## config.mk

```make
export PLATFORM = sky130hd
export DESIGN_NAME = wash_cycle_controller
export DESIGN_NICKNAME = d
export VERILOG_FILES = /design/src/rtl/wash_cycle_controller.sv
export SDC_FILE = /design/constraint.sdc
export NUM_CORES = 1
export LEC_CHECK = 0
export BUFFER_PORTS_ARGS = -buffer_cell sky130_fd_sc_hd__buf_2
export CORE_MARGIN = 4
export CORE_UTILIZATION = 35
export DETAILED_ROUTE_END_ITERATION = 6
export GPL_ROUTABILITY_DRIVEN = 1
export PLACE_DENSITY = 0.58
export SKIP_LAST_GASP = 1
export SLEW_MARGIN = 20
export SYNTH_ARGS = -nofsm -noshare
export SYNTH_HDL_FRONTEND = slang
export SYNTH_SLANG_ARGS = --single-unit
```

## constraint.sdc

```tcl
create_clock -name clk -period 4.8 [get_ports clk]
set_input_delay 0.48 -clock clk [delete_from_list [all_inputs] [get_ports clk]]
set_output_delay 0.48 -clock clk [all_outputs]
set_load 0.02 [all_outputs]
```

## src/rtl/wash_cycle_controller.sv

```systemverilog
// Washing machine programme sequencer: fill, wash, drain, rinse-fill, rinse, drain, spin, done,
// with per-phase countdown, pause/resume and a latched safety fault state.
module wash_cycle_controller #(
   parameter int CLK_DIV     = 50000000,
   parameter int T_WASH      = 10,
   parameter int T_RINSE     = 5,
   parameter int T_SPIN      = 8,
   parameter int T_FILL_MAX  = 30,
   parameter int T_DRAIN_MAX = 30,
   parameter int SEC_W       = 8
) (
   input  logic             clk,
   input  logic             reset,
   input  logic             start_pulse,
   input  logic             pause_pulse,
   input  logic             door_closed,
   input  logic             level_full,
   input  logic             level_empty,
   output logic             valve_in,
   output logic             pump_out,
   output logic             motor_wash,
   output logic             motor_spin,
   output logic             door_lock,
   output logic             done,
   output logic             error,
   output logic [3:0]       state_code,
   output logic [SEC_W-1:0] secs_left
);

   localparam logic [3:0] S_IDLE       = 4'd0;
   localparam logic [3:0] S_FILL       = 4'd1;
   localparam logic [3:0] S_WASH       = 4'd2;
   localparam logic [3:0] S_DRAIN      = 4'd3;
   localparam logic [3:0] S_RINSE_FILL = 4'd4;
   localparam logic [3:0] S_RINSE      = 4'd5;
   localparam logic [3:0] S_DRAIN2     = 4'd6;
   localparam logic [3:0] S_SPIN       = 4'd7;
   localparam logic [3:0] S_DONE       = 4'd8;
   localparam logic [3:0] S_PAUSED     = 4'd9;
   localparam logic [3:0] S_ERROR      = 4'd10;

   localparam int            PW        = (CLK_DIV > 1) ? $clog2(CLK_DIV) : 1;
   localparam logic [PW-1:0] PRESC_MAX = PW'(CLK_DIV - 1);

   logic [3:0]       state_r, saved_r, next_s;
   logic [PW-1:0]    presc_r;
   logic [SEC_W-1:0] secs_r;
   logic             run_s, fault_s, tick_s, expire_s, reload_s, hold_s;
   logic             valve_s, pump_s, wash_s, spin_s, lock_s, done_s, error_s;

   function automatic logic [SEC_W-1:0] load_secs(input logic [3:0] st);
      case (st)
         S_FILL, S_RINSE_FILL: load_secs = SEC_W'(T_FILL_MAX);
         S_DRAIN, S_DRAIN2:    load_secs = SEC_W'(T_DRAIN_MAX);
         S_WASH:               load_secs = SEC_W'(T_WASH);
         S_RINSE:              load_secs = SEC_W'(T_RINSE);
         S_SPIN:               load_secs = SEC_W'(T_SPIN);
         default:              load_secs = {SEC_W{1'b0}};
      endcase
   endfunction

   // Next-state selection with priority fault > pause > expiry/timeout > level sensors
   always_comb begin
      next_s   = state_r;
      run_s    = (state_r >= S_FILL) && (state_r <= S_SPIN);
      fault_s  = (run_s || (state_r == S_PAUSED)) && (!door_closed || (level_full && level_empty));
      tick_s   = (presc_r == PRESC_MAX) && (state_r != S_PAUSED);
      expire_s = tick_s && (secs_r == SEC_W'(1));
      if (fault_s) begin
         next_s = S_ERROR;
      end else if (pause_pulse && run_s) begin
         next_s = S_PAUSED;
      end else if (pause_pulse && (state_r == S_PAUSED)) begin
         next_s = saved_r;
      end else begin
         case (state_r)
            S_IDLE:       if (start_pulse && door_closed) next_s = S_FILL; else next_s = S_IDLE;
            S_FILL:       if (expire_s) next_s = S_ERROR; else if (level_full) next_s = S_WASH; else next_s = S_FILL;
            S_WASH:       if (expire_s) next_s = S_DRAIN; else next_s = S_WASH;
            S_DRAIN:      if (expire_s) next_s = S_ERROR; else if (level_empty) next_s = S_RINSE_FILL; else next_s = S_DRAIN;
            S_RINSE_FILL: if (expire_s) next_s = S_ERROR; else if (level_full) next_s = S_RINSE; else next_s = S_RINSE_FILL;
            S_RINSE:      if (expire_s) next_s = S_DRAIN2; else next_s = S_RINSE;
            S_DRAIN2:     if (expire_s) next_s = S_ERROR; else if (level_empty) next_s = S_SPIN; else next_s = S_DRAIN2;
            S_SPIN:       if (expire_s) next_s = S_DONE; else next_s = S_SPIN;
            S_DONE: begin
               if (!door_closed) next_s = S_IDLE;
               else if (start_pulse) next_s = S_FILL;
               else next_s = S_DONE;
            end
            S_PAUSED:     next_s = S_PAUSED;
            S_ERROR:      next_s = S_ERROR;
            default:      next_s = S_ERROR;
         endcase
      end
   end

   // Timer control: entering or leaving PAUSED via resume keeps the frozen countdown
   always_comb begin
      hold_s = (state_r == S_PAUSED) || (next_s == S_PAUSED);
      if ((next_s == state_r) || (next_s == S_PAUSED)) begin
         reload_s = 1'b0;
      end else if ((state_r == S_PAUSED) && (next_s != S_ERROR)) begin
         reload_s = 1'b0;
      end else begin
         reload_s = 1'b1;
      end
   end

   // Moore actuator decode of the upcoming state; only the fault door lock follows the drum level
   always_comb begin
      valve_s = 1'b0;
      pump_s  = 1'b0;
      wash_s  = 1'b0;
      spin_s  = 1'b0;
      lock_s  = 1'b0;
      done_s  = 1'b0;
      error_s = 1'b0;
      case (next_s)
         S_FILL, S_RINSE_FILL: begin valve_s = 1'b1; lock_s = 1'b1; end
         S_WASH, S_RINSE:      begin wash_s = 1'b1; lock_s = 1'b1; end
         S_DRAIN, S_DRAIN2:    begin pump_s = 1'b1; lock_s = 1'b1; end
         S_SPIN:               begin spin_s = 1'b1; pump_s = 1'b1; lock_s = 1'b1; end
         S_PAUSED:             lock_s = 1'b1;
         S_DONE:               done_s = 1'b1;
         S_ERROR:              begin error_s = 1'b1; pump_s = 1'b1; lock_s = ~level_empty; end
         default:              lock_s = 1'b0;
      endcase
   end

   // State, saved state, prescaler, countdown and registered actuator outputs
   always_ff @(posedge clk) begin
      if (reset) begin
         state_r    <= S_IDLE;
         saved_r    <= S_IDLE;
         presc_r    <= {PW{1'b0}};
         secs_r     <= {SEC_W{1'b0}};
         valve_in   <= 1'b0;
         pump_out   <= 1'b0;
         motor_wash <= 1'b0;
         motor_spin <= 1'b0;
         door_lock  <= 1'b0;
         done       <= 1'b0;
         error      <= 1'b0;
      end else begin
         state_r <= next_s;
         if ((next_s == S_PAUSED) && (state_r != S_PAUSED)) begin
            saved_r <= state_r;
         end
         if (reload_s) begin
            presc_r <= {PW{1'b0}};
            secs_r  <= load_secs(next_s);
         end else if (!hold_s) begin
            presc_r <= tick_s ? {PW{1'b0}} : presc_r + PW'(1);
            if (tick_s && (secs_r != {SEC_W{1'b0}})) begin
               secs_r <= secs_r - SEC_W'(1);
            end
         end
         valve_in   <= valve_s;
         pump_out   <= pump_s;
         motor_wash <= wash_s;
         motor_spin <= spin_s;
         door_lock  <= lock_s;
         done       <= done_s;
         error      <= error_s;
      end
   end

   assign state_code = state_r;
   assign secs_left  = secs_r;

endmodule

```

==> flow_summary.json, run 1 <==
{
  "endpoint_kind": "flip-flop",
  "crit_arrival_ns": 4.35,
  "synth_edf_count": 0,
  "p_leak_nw": 1.16,
  "path_clk_slew_ns": 0.10,
  "clockBufferDepth": 2,
  "path_max_fanout": 28,
  "viasPerCell": 6.17,
  "finalClockSkew_ns": 0.0151,
  "cap_viol_max_count": 0,
  "grt_use_met3": 0.0403,
  "hpwl_mm": 5.88,
  "layout_commonest_cell": "dfxtp_1",
  "antenna_found_initial": 0,
  "cts_resized": 0,
  "h-tree-depth": 2,
  "final_cell_mix": "dfxtp_1 (49), nor3_1 (30), nand2_1 (27)",
  "fin_tns_setup_ns": 0,
  "initial_core_util": 0.358,
  "synth-seq-cells": 49,
  "syn_area_per_cell_sq_um": 8.28,
  "port_buffers": 25,
  "diodes": 0,
  "drt_first_pass_iters": 5,
  "nets": 400,
  "vias": 3075,
  "ys.flop_type": "dfxtp_1",
  "routedWlPerCell_microns": 17.2,
  "ys_seq_area_frac": 0.314,
  "placed_area_sq_mm": 0.00327,
  "fin_crit_sh": 0.860,
  "die_w_microns": 102,
  "grt.busiest_layer": "met2",
  "postLayoutCellArea_sq_mm": 0.00341,
  "fmax_mhz": 242,
  "root_buffer": "clkbuf_8",
  "postCtsSetupRepairBufs": 0,
  "syn_inst": 377,
  "rows": 34,
  "crit_type": "reg2reg",
  "finalHoldViolCount": 0,
  "cts.sinks": 49,
  "ir_drop_mv": 0.203,
  "status": "complete, no violations",
  "die_h_microns": 102,
  "multi_input_area_sq_mm": 0.00196,
  "yosys_warnings": 0,
  "route.detailed.drc": 0,
  "grt_use_total": 0.167,
  "ctsHoldBuffers": 0,
  "synth_async_sr_flop_share": 0,
  "seq_area_sq_um": 981,
  "tightest_slew_ns": 0.820,
  "drive_above_1_share": 0.136,
  "cts_tree": "built",
  "rsz0062_at_grt": "false",
  "drt_iter0_markers": 169,
  "grt_pass1_wl_mm": 14.0,
  "postRouteAntennaNets": 0,
  "io_pins": 26,
  "fillers": 879,
  "grt_pass1_vias": 2816,
  "clk_latency_ns": 0.32,
  "max_slew_margin": 0.451,
  "ys_types": 67,
  "syn_area_sq_mm": 0.00312,
  "use_met2": 0.274,
  "coreArea_sq_mm": 0.00872,
  "grt_start_max_net_pins": 29,
  "maxSlewViolCount": 0,
  "routed_wl_mm": 8.57,
  "syn_to_final_growth_pct": 9.13,
  "fin_crit_ns": 4.13,
  "p_total_mw": 1.83,
  "gp_congestion": 0.843,
  "min_path_type": "reg2reg",
  "setup_viol": 0,
  "synth_nets": 388,
  "critPathLaunchType": "flip-flop",
  "powerDensity_mw_per_mm2": 537,
  "gr-usage-met1": 0.209,
  "cp.required_ns": 5.02,
  "overflow": 0,
  "dieArea_sq_mm": 0.0105,
  "cts_made_buffers": 5
}
through the flow:
| step | utilization | cells | hold WS, ns | worst slack (ns) |
|---|---|---|---|---|
| finish | 0.391 | 498 | 0.498 | 0.672 |
| CTS | 0.391 | 498 | 0.506 | 0.826 |
| floorplan | - | 377 | 0.449 | 1.52 |
| global placement | 0.375 | 490 | 0.474 | 1.05 |
| detailed placement | 0.375 | 490 | 0.481 | 0.893 |
| global route | 0.391 | 498 | 0.543 | 0.404 |
routing by layer:
layer  share of wire  routed length [microns]  vias up
li1                -                        -     1474
met1            0.45                     3810     1452
met2            0.47                     4010      113
met3           0.057                      486       36
met4           0.030                      255        0
met5               0                        0        -
cell usage after synthesis, types with 7 or more instances:
cell / number / area share
xor2_1: 9 / 0.025
nor3_1: 30 / 0.048
nand2_1: 27 / 0.032
xnor2_1: 8 / 0.022
mux2i_1: 7 / 0.022
clkbuf_1: 12 / 0.014
a21oi_1: 10 / 0.016
o21ai_0: 16 / 0.026
inv_1: 12 / 0.014
or3_1: 13 / 0.026
nand4_1: 8 / 0.016
nor2_1: 25 / 0.030
and2_1: 7 / 0.014
dfxtp_1: 49 / 0.31
a211oi_1: 21 / 0.050
nand3_1: 13 / 0.021
nor4_1: 8 / 0.016
logic make-up after synthesis:
group / synth area share
compound gates: 0.266
xor+xnor: 0.0477
fa+ha+maj: 0.0160
buf+inv: 0.0589
flops: 0.314
mux: 0.0224
simple gates: 0.275
sequential cells by signal, summed over array words and instances, names as in the netlist:
register	count
presc_r	26
secs_left	8
saved_r	4
state_code	4
done	1
door_lock	1
error	1
motor_spin	1
motor_wash	1
pump_out	1
valve_in	1
final cells by class:
cell class                 count  share of cell area
timing repair buffer          29              0.0455
multi-input combinational    292               0.575
tap                          108              0.0396
clock inverter                 3              0.0191
clock buffer                   5              0.0202
inverter                      12              0.0132
sequential                    49               0.288
report_power, final:
group          leakage, nW  internal, mW  switching, mW
Sequential           0.397         0.455         0.0710
Combinational        0.691         0.331          0.616
Clock               0.0681         0.207          0.148
Total                 1.16         0.994          0.835
worst max-delay path, stage by stage (launching register included):
cell	delay (ns)
dfxtp_1	0.69
nand4bb_1	0.51
nand4_2	0.22
or3_1	0.52
a211o_1	0.44
nor4b_1	0.51
o211a_1	0.50
o31ai_4	0.12
buf_4	0.24
a211oi_1	0.25
path summary, 6_finish.rpt:
check	start	to	slack [ns]	cells after the start
setup / recovery	state_code[2]	presc_r[24]	0.67	9
hold / removal	saved_r[0]	saved_r[0]	0.50	2
setup reg to reg	state_code[2]	presc_r[24]	0.67	9
hold reg to reg	saved_r[0]	saved_r[0]	0.50	2
Power figures use the tool's default switching activity.
==> run 2, diff against run 1 <==
--- a/config.mk
+++ b/config.mk
@@ -6,6 +6,7 @@
 export NUM_CORES = 1
 export LEC_CHECK = 0
 export BUFFER_PORTS_ARGS = -buffer_cell sky130_fd_sc_hd__buf_2
+export CORE_ASPECT_RATIO = 1.2
 export CORE_MARGIN = 4
 export CORE_UTILIZATION = 35
 export DETAILED_ROUTE_END_ITERATION = 6
==> run 2 against run 1 <==
Compared with the run above: flip-flop and latch count unchanged; sequential share of layout area down 0.14 points; via count down 0.78%; first-iteration DRC count up 1.2%; combinational power up 0.6%; global-route usage about the same; largest cell class unchanged; cell count up 2.4%; cell area up 0.48%.
==> flow_summary.json, run 2 (synthesis results as in run 1) <==
{
  "status": "complete, no violations",
  "tightest_slew_ns": 0.734,
  "drive_above_1_share": 0.140,
  "fillers": 883,
  "grt_start_max_net_pins": 29,
  "viasPerCell": 5.98,
  "route.detailed.drc": 0,
  "overflow": 0,
  "coreArea_sq_mm": 0.00866,
  "grt_pass1_wl_mm": 14.5,
  "hold_path_depth": 2,
  "die_h_microns": 111,
  "postRouteAntennaNets": 0,
  "clockBufferDepth": 2,
  "antenna_found_initial": 0,
  "vias": 3051,
  "setup_viol": 0,
  "postCtsSetupRepairBufs": 0,
  "min_path_type": "reg2reg",
  "grt_pass1_vias": 2873,
  "cap_viol_max_count": 0,
  "critPathLaunchType": "flip-flop",
  "routed_wl_mm": 8.56,
  "fin_crit_ns": 3.89,
  "p_total_mw": 1.79,
  "routedWlPerCell_microns": 16.8,
  "gp_congestion": 0.896,
  "cts_tree": "built",
  "fin_ws_ns": 0.905,
  "critical_path.endpoint": "presc_r[5]",
  "path_clk_slew_ns": 0.09,
  "layout_commonest_cell": "dfxtp_1",
  "port_buffers": 25,
  "grt_use_total": 0.167,
  "syn_to_final_growth_pct": 9.66,
  "rrSetupSlack_ns": 0.91,
  "finalHoldViolCount": 0,
  "ctsHoldBuffers": 0,
  "endpoint_kind": "flip-flop",
  "maxSlewViolCount": 0,
  "clk_latency_ns": 0.30,
  "drt_iter0_markers": 171,
  "rows": 37,
  "max_slew_margin": 0.506,
  "initial_core_util": 0.361,
  "diodes": 0,
  "fin_util": 0.396,
  "dieArea_sq_mm": 0.0105,
  "cts_resized": 0,
  "cp-startpoint": "state_code[2]",
  "finalClockSkew_ns": 0.0136,
  "fmax_mhz": 257,
  "root_buffer": "clkbuf_8",
  "cts.sinks": 49,
  "drt_first_pass_iters": 4,
  "hpwl_mm": 6.14,
  "ir_drop_mv": 0.177,
  "fin_crit_sh": 0.811,
  "final_cell_mix": "dfxtp_1 (49), nor3_1 (30), nand2_1 (27)",
  "cts_made_buffers": 5,
  "multi_input_area_sq_mm": 0.00196,
  "fin_tns_setup_ns": 0,
  "path_max_fanout": 28,
  "crit_type": "reg2reg",
  "powerDensity_mw_per_mm2": 522,
  "seq_area_sq_um": 981,
  "h-tree-depth": 2,
  "r2r_cells": 11,
  "cp.required_ns": 5.00,
  "rr_startpoint": "state_code[2]",
  "p_leak_nw": 1.16,
  "dp_slack_ns": 0.988,
  "rsz0062_at_grt": "false",
  "nets": 403,
  "crit_arrival_ns": 4.09,
  "io_pins": 26,
  "die_w_microns": 94.2,
  "worstReg2RegEnd": "presc_r[5]",
  "hold_slack_ns": 0.500,
  "largest_reg_flops": 26,
  "regMostFlops": "presc_r"
}
[run 2: final cells by class]
type,instances,share of cell area
multi-input cells,292,0.572
flip-flops and latches,49,0.286
repair buffers,32,0.0519
well taps,117,0.0427
clock buffers,7,0.0252
inverters,12,0.0132
clock inverters,1,0.00877
[run 2: per-layer routing]
| metal | share of wire | vias up | wire length [microns] | GRT usage |
|---|---|---|---|---|
| met1 | 0.45 | 1480 | 3850 | 0.230 |
| met4 | 0.0057 | 0 | 49 | 0.0318 |
| met2 | 0.50 | 80 | 4270 | 0.277 |
| met3 | 0.045 | 4 | 386 | 0.0250 |
| li1 | - | 1487 | - | - |
| met5 | 0 | - | 0 | 0 |
[run 2: worst min-delay path by stage]
stage / startpoint / to / slack (ns)
floorplan: saved_r[1] / saved_r[1] / 0.45
global placement: presc_r[5] / presc_r[5] / 0.47
detailed placement: saved_r[1] / saved_r[1] / 0.48
CTS: saved_r[0] / saved_r[0] / 0.50
global route: presc_r[25] / presc_r[25] / 0.54
finish: saved_r[1] / saved_r[1] / 0.50
[run 2: critical path, stage by stage, from the launching register on]
cell       delay, ns
dfxtp_1         0.70
nand4bb_1       0.22
buf_4           0.19
nand4_2         0.17
or3_1           0.52
a211o_1         0.44
or3_1           0.56
nor2_1          0.20
buf_4           0.21
o31ai_4         0.08
buf_4           0.25
a211oi_1        0.25
[run 2: stage by stage]
| stage | std cells | instance area [sq um] |
|---|---|---|
| after floorplan | 377 | 3120 |
| after global placement | 502 | 3310 |
| after detailed placement | 502 | 3310 |
| after CTS | 510 | 3420 |
| final | 510 | 3420 |
| after global routing | 510 | 3420 |
[run 2: power breakdown]
group / switching [mW] / total [mW] / internal [mW]
sequential: 0.0694 / 0.525 / 0.455
combinational: 0.614 / 0.953 / 0.339
clock: 0.141 / 0.311 / 0.170
total: 0.824 / 1.79 / 0.965
==> run 3, diff against run 2 <==
--- a/config.mk
+++ b/config.mk
@@ -5,6 +5,7 @@
 export SDC_FILE = /design/constraint.sdc
 export NUM_CORES = 1
 export LEC_CHECK = 0
+export ABC_AREA = 1
 export BUFFER_PORTS_ARGS = -buffer_cell sky130_fd_sc_hd__buf_2
 export CORE_ASPECT_RATIO = 1.2
 export CORE_MARGIN = 4
==> constraint.sdc (replaced) <==
create_clock -name clk -period 4 [get_ports clk]
set_input_delay 0.4 -clock clk [delete_from_list [all_inputs] [get_ports clk]]
set_output_delay 0.4 -clock clk [all_outputs]
set_load 0.02 [all_outputs]
==> run 3 against run 2 <==
Compared with the run above: critical path type unchanged; non-clock buffer count shrank 6; sequential power grew 18%; wire length grew 8.9%; largest power group unchanged; synthesized area grew 13%; count of clock-buffer cells in the layout shrank 2; flip-flop and latch count is the same; largest cell class unchanged; cell count grew 32%; total power grew 38%; first-iteration DRC count shrank 22%; die area grew 12%.
==> flow_summary.json, run 3 <==
{
  "status": "complete, no violations",
  "worstReg2RegEnd": "presc_r[8]",
  "syn_area_sq_mm": 0.00354,
  "vias": 3435,
  "diodes": 0,
  "setup_viol": 0,
  "rows": 39,
  "crit_arrival_ns": 3.13,
  "synth_top_area_frac": 0.277,
  "hpwl_mm": 7.28,
  "synth_most_common_cell": "nand2_1",
  "syn_inst": 530,
  "min_path_type": "in2reg",
  "fmax_mhz": 344,
  "fin_crit_ns": 2.91,
  "synth-seq-cells": 49,
  "drt_iter0_markers": 133,
  "grt_start_max_net_pins": 24,
  "root_buffer": "clkbuf_16",
  "rrSetupSlack_ns": 1.09,
  "overflow": 0,
  "die_w_microns": 99.8,
  "fillers": 1032,
  "drive_above_1_share": 0.174,
  "clockBufferDepth": 2,
  "finalHoldViolCount": 0,
  "postCtsSetupRepairBufs": 0,
  "largest_reg_flops": 26,
  "syn_to_final_growth_pct": 9.83,
  "p_leak_nw": 1.54,
  "synth_edf_count": 0,
  "ys_types": 47,
  "ys.flop_type": "dfxtp_1",
  "r2r_cells": 15,
  "die_h_microns": 118,
  "synth_async_sr_flop_share": 0,
  "route.detailed.drc": 0,
  "clk_latency_ns": 0.30,
  "cp.required_ns": 4.22,
  "finalClockSkew_ns": 0.0118,
  "drt_first_pass_iters": 4,
  "netlist_top_cells_area": "dfxtp_1 (28%), nand2_1 (15%), nor2_1 (7.7%)",
  "grt_use_total": 0.166,
  "gp_congestion": 0.892,
  "final_cell_mix": "nand2_1 (137), nor2_1 (73), dfxtp_1 (49)",
  "cts_resized": 0,
  "yosys_warnings": 0,
  "ctsHoldBuffers": 0,
  "initial_core_util": 0.364,
  "finalNonFillerCells": 674,
  "antenna_found_initial": 0,
  "max_slew_margin": 0.542,
  "crit_type": "reg2reg",
  "hold_path_depth": 2,
  "cts_tree": "built",
  "regMostFlops": "presc_r",
  "grt_pass1_wl_mm": 16.4,
  "critPathLaunchType": "flip-flop",
  "rr_startpoint": "state_code[1]",
  "path_max_fanout": 22,
  "layout_commonest_cell": "nand2_1",
  "p_total_mw": 2.46,
  "powerDensity_mw_per_mm2": 634,
  "fin_tns_setup_ns": 0,
  "fin_crit_sh": 0.726,
  "ir_drop_mv": 0.434,
  "synth_nets": 541,
  "cts_made_buffers": 5,
  "coreArea_sq_mm": 0.00971,
  "ys_seq_area_frac": 0.277,
  "grt_pass1_vias": 3493,
  "maxSlewViolCount": 0,
  "dieArea_sq_mm": 0.0118,
  "routedWlPerCell_microns": 13.8,
  "placed_cells": 666,
  "postRouteAntennaNets": 0,
  "routed_wl_mm": 9.32,
  "cap_viol_max_count": 0,
  "h-tree-depth": 2,
  "nets": 561,
  "rsz0062_at_grt": "false",
  "hold_slack_ns": 0.447,
  "synth_area_leader_cell": "dfxtp_1",
  "cts.sinks": 49,
  "tightest_slew_ns": 0.683,
  "port_buffers": 25,
  "critical_path.endpoint": "presc_r[8]",
  "syn_area_per_cell_sq_um": 6.67,
  "endpoint_kind": "flip-flop",
  "cp-startpoint": "state_code[1]",
  "netlist_top_cells_count": "nand2_1 (137), nor2_1 (73), dfxtp_1 (49)",
  "path_clk_slew_ns": 0.08,
  "io_pins": 26,
  "viasPerCell": 5.10
}
[run 3: area by class of cell]
class	count	area, sq um	share of cell area
multi-input cells	416	2260	0.582
clock inverters	3	28.8	0.00741
inverters	52	204	0.0525
well taps	123	154	0.0396
flip-flops and latches	49	981	0.252
clock buffers	5	125	0.0322
repair buffers	26	133	0.0341
[run 3: where the power goes]
part           internal [mW]  switching, mW  leakage [nW]  total (mW)
Combinational          0.412          0.982          1.07        1.39
Sequential             0.555         0.0660         0.397       0.621
Clock                  0.240          0.205        0.0763       0.445
[run 3: stage by stage]
step                worst slack, ns  utilization  area [sq um]
floorplan                      1.68            -          3540
global placement               1.15        0.384          3730
detailed placement             1.09        0.384          3730
CTS                            1.07        0.400          3880
global route                  0.806        0.400          3880
finish                         1.09        0.400          3880
[run 3: cells by family after synthesis]
family          count (synthesis)  share of synthesized area
fa+ha+maj                       4                     0.0141
simple gates                  336                      0.481
buf+inv                        65                     0.0852
compound gates                 57                     0.0948
xor+xnor                       19                     0.0470
flops                          49                      0.277
[run 3: worst max-delay path, cell delays in order (launching register included)]
cell and delay [ns]:
dfxtp_1 0.72, nor2_8 0.11, nand2_8 0.14, nand2_1 0.08, nor2_1 0.19, nand3_1 0.09
nand2_1 0.06, nand3_1 0.08, nand2_2 0.09, a21oi_2 0.08, nand2_2 0.08, nor2_4 0.06
nor2_4 0.31, inv_2 0.27, or2_2 0.34, a21oi_1 0.11
[run 3: worst min path at each step]
| stage | slack [ns] | to | start |
|---|---|---|---|
| 6_report | 0.45 | error | reset |
| 5_1_grt | 0.47 | saved_r[3] | reset |
| 2_1_floorplan | 0.43 | saved_r[3] | saved_r[3] |
| 3_3_place_gp | 0.44 | saved_r[3] | saved_r[3] |
| 4_1_cts | 0.45 | error | reset |
| 3_5_place_dp | 0.44 | saved_r[3] | saved_r[3] |
[run 3: routing by layer]
metal	vias to the layer above	global-route usage	wire [microns]	part of all wire
met4	0	0.0572	216	0.023
li1	1765	-	-	-
met5	-	0	0	0
met2	71	0.301	4810	0.52
met1	1580	0.194	3980	0.43
met3	19	0.0261	306	0.033
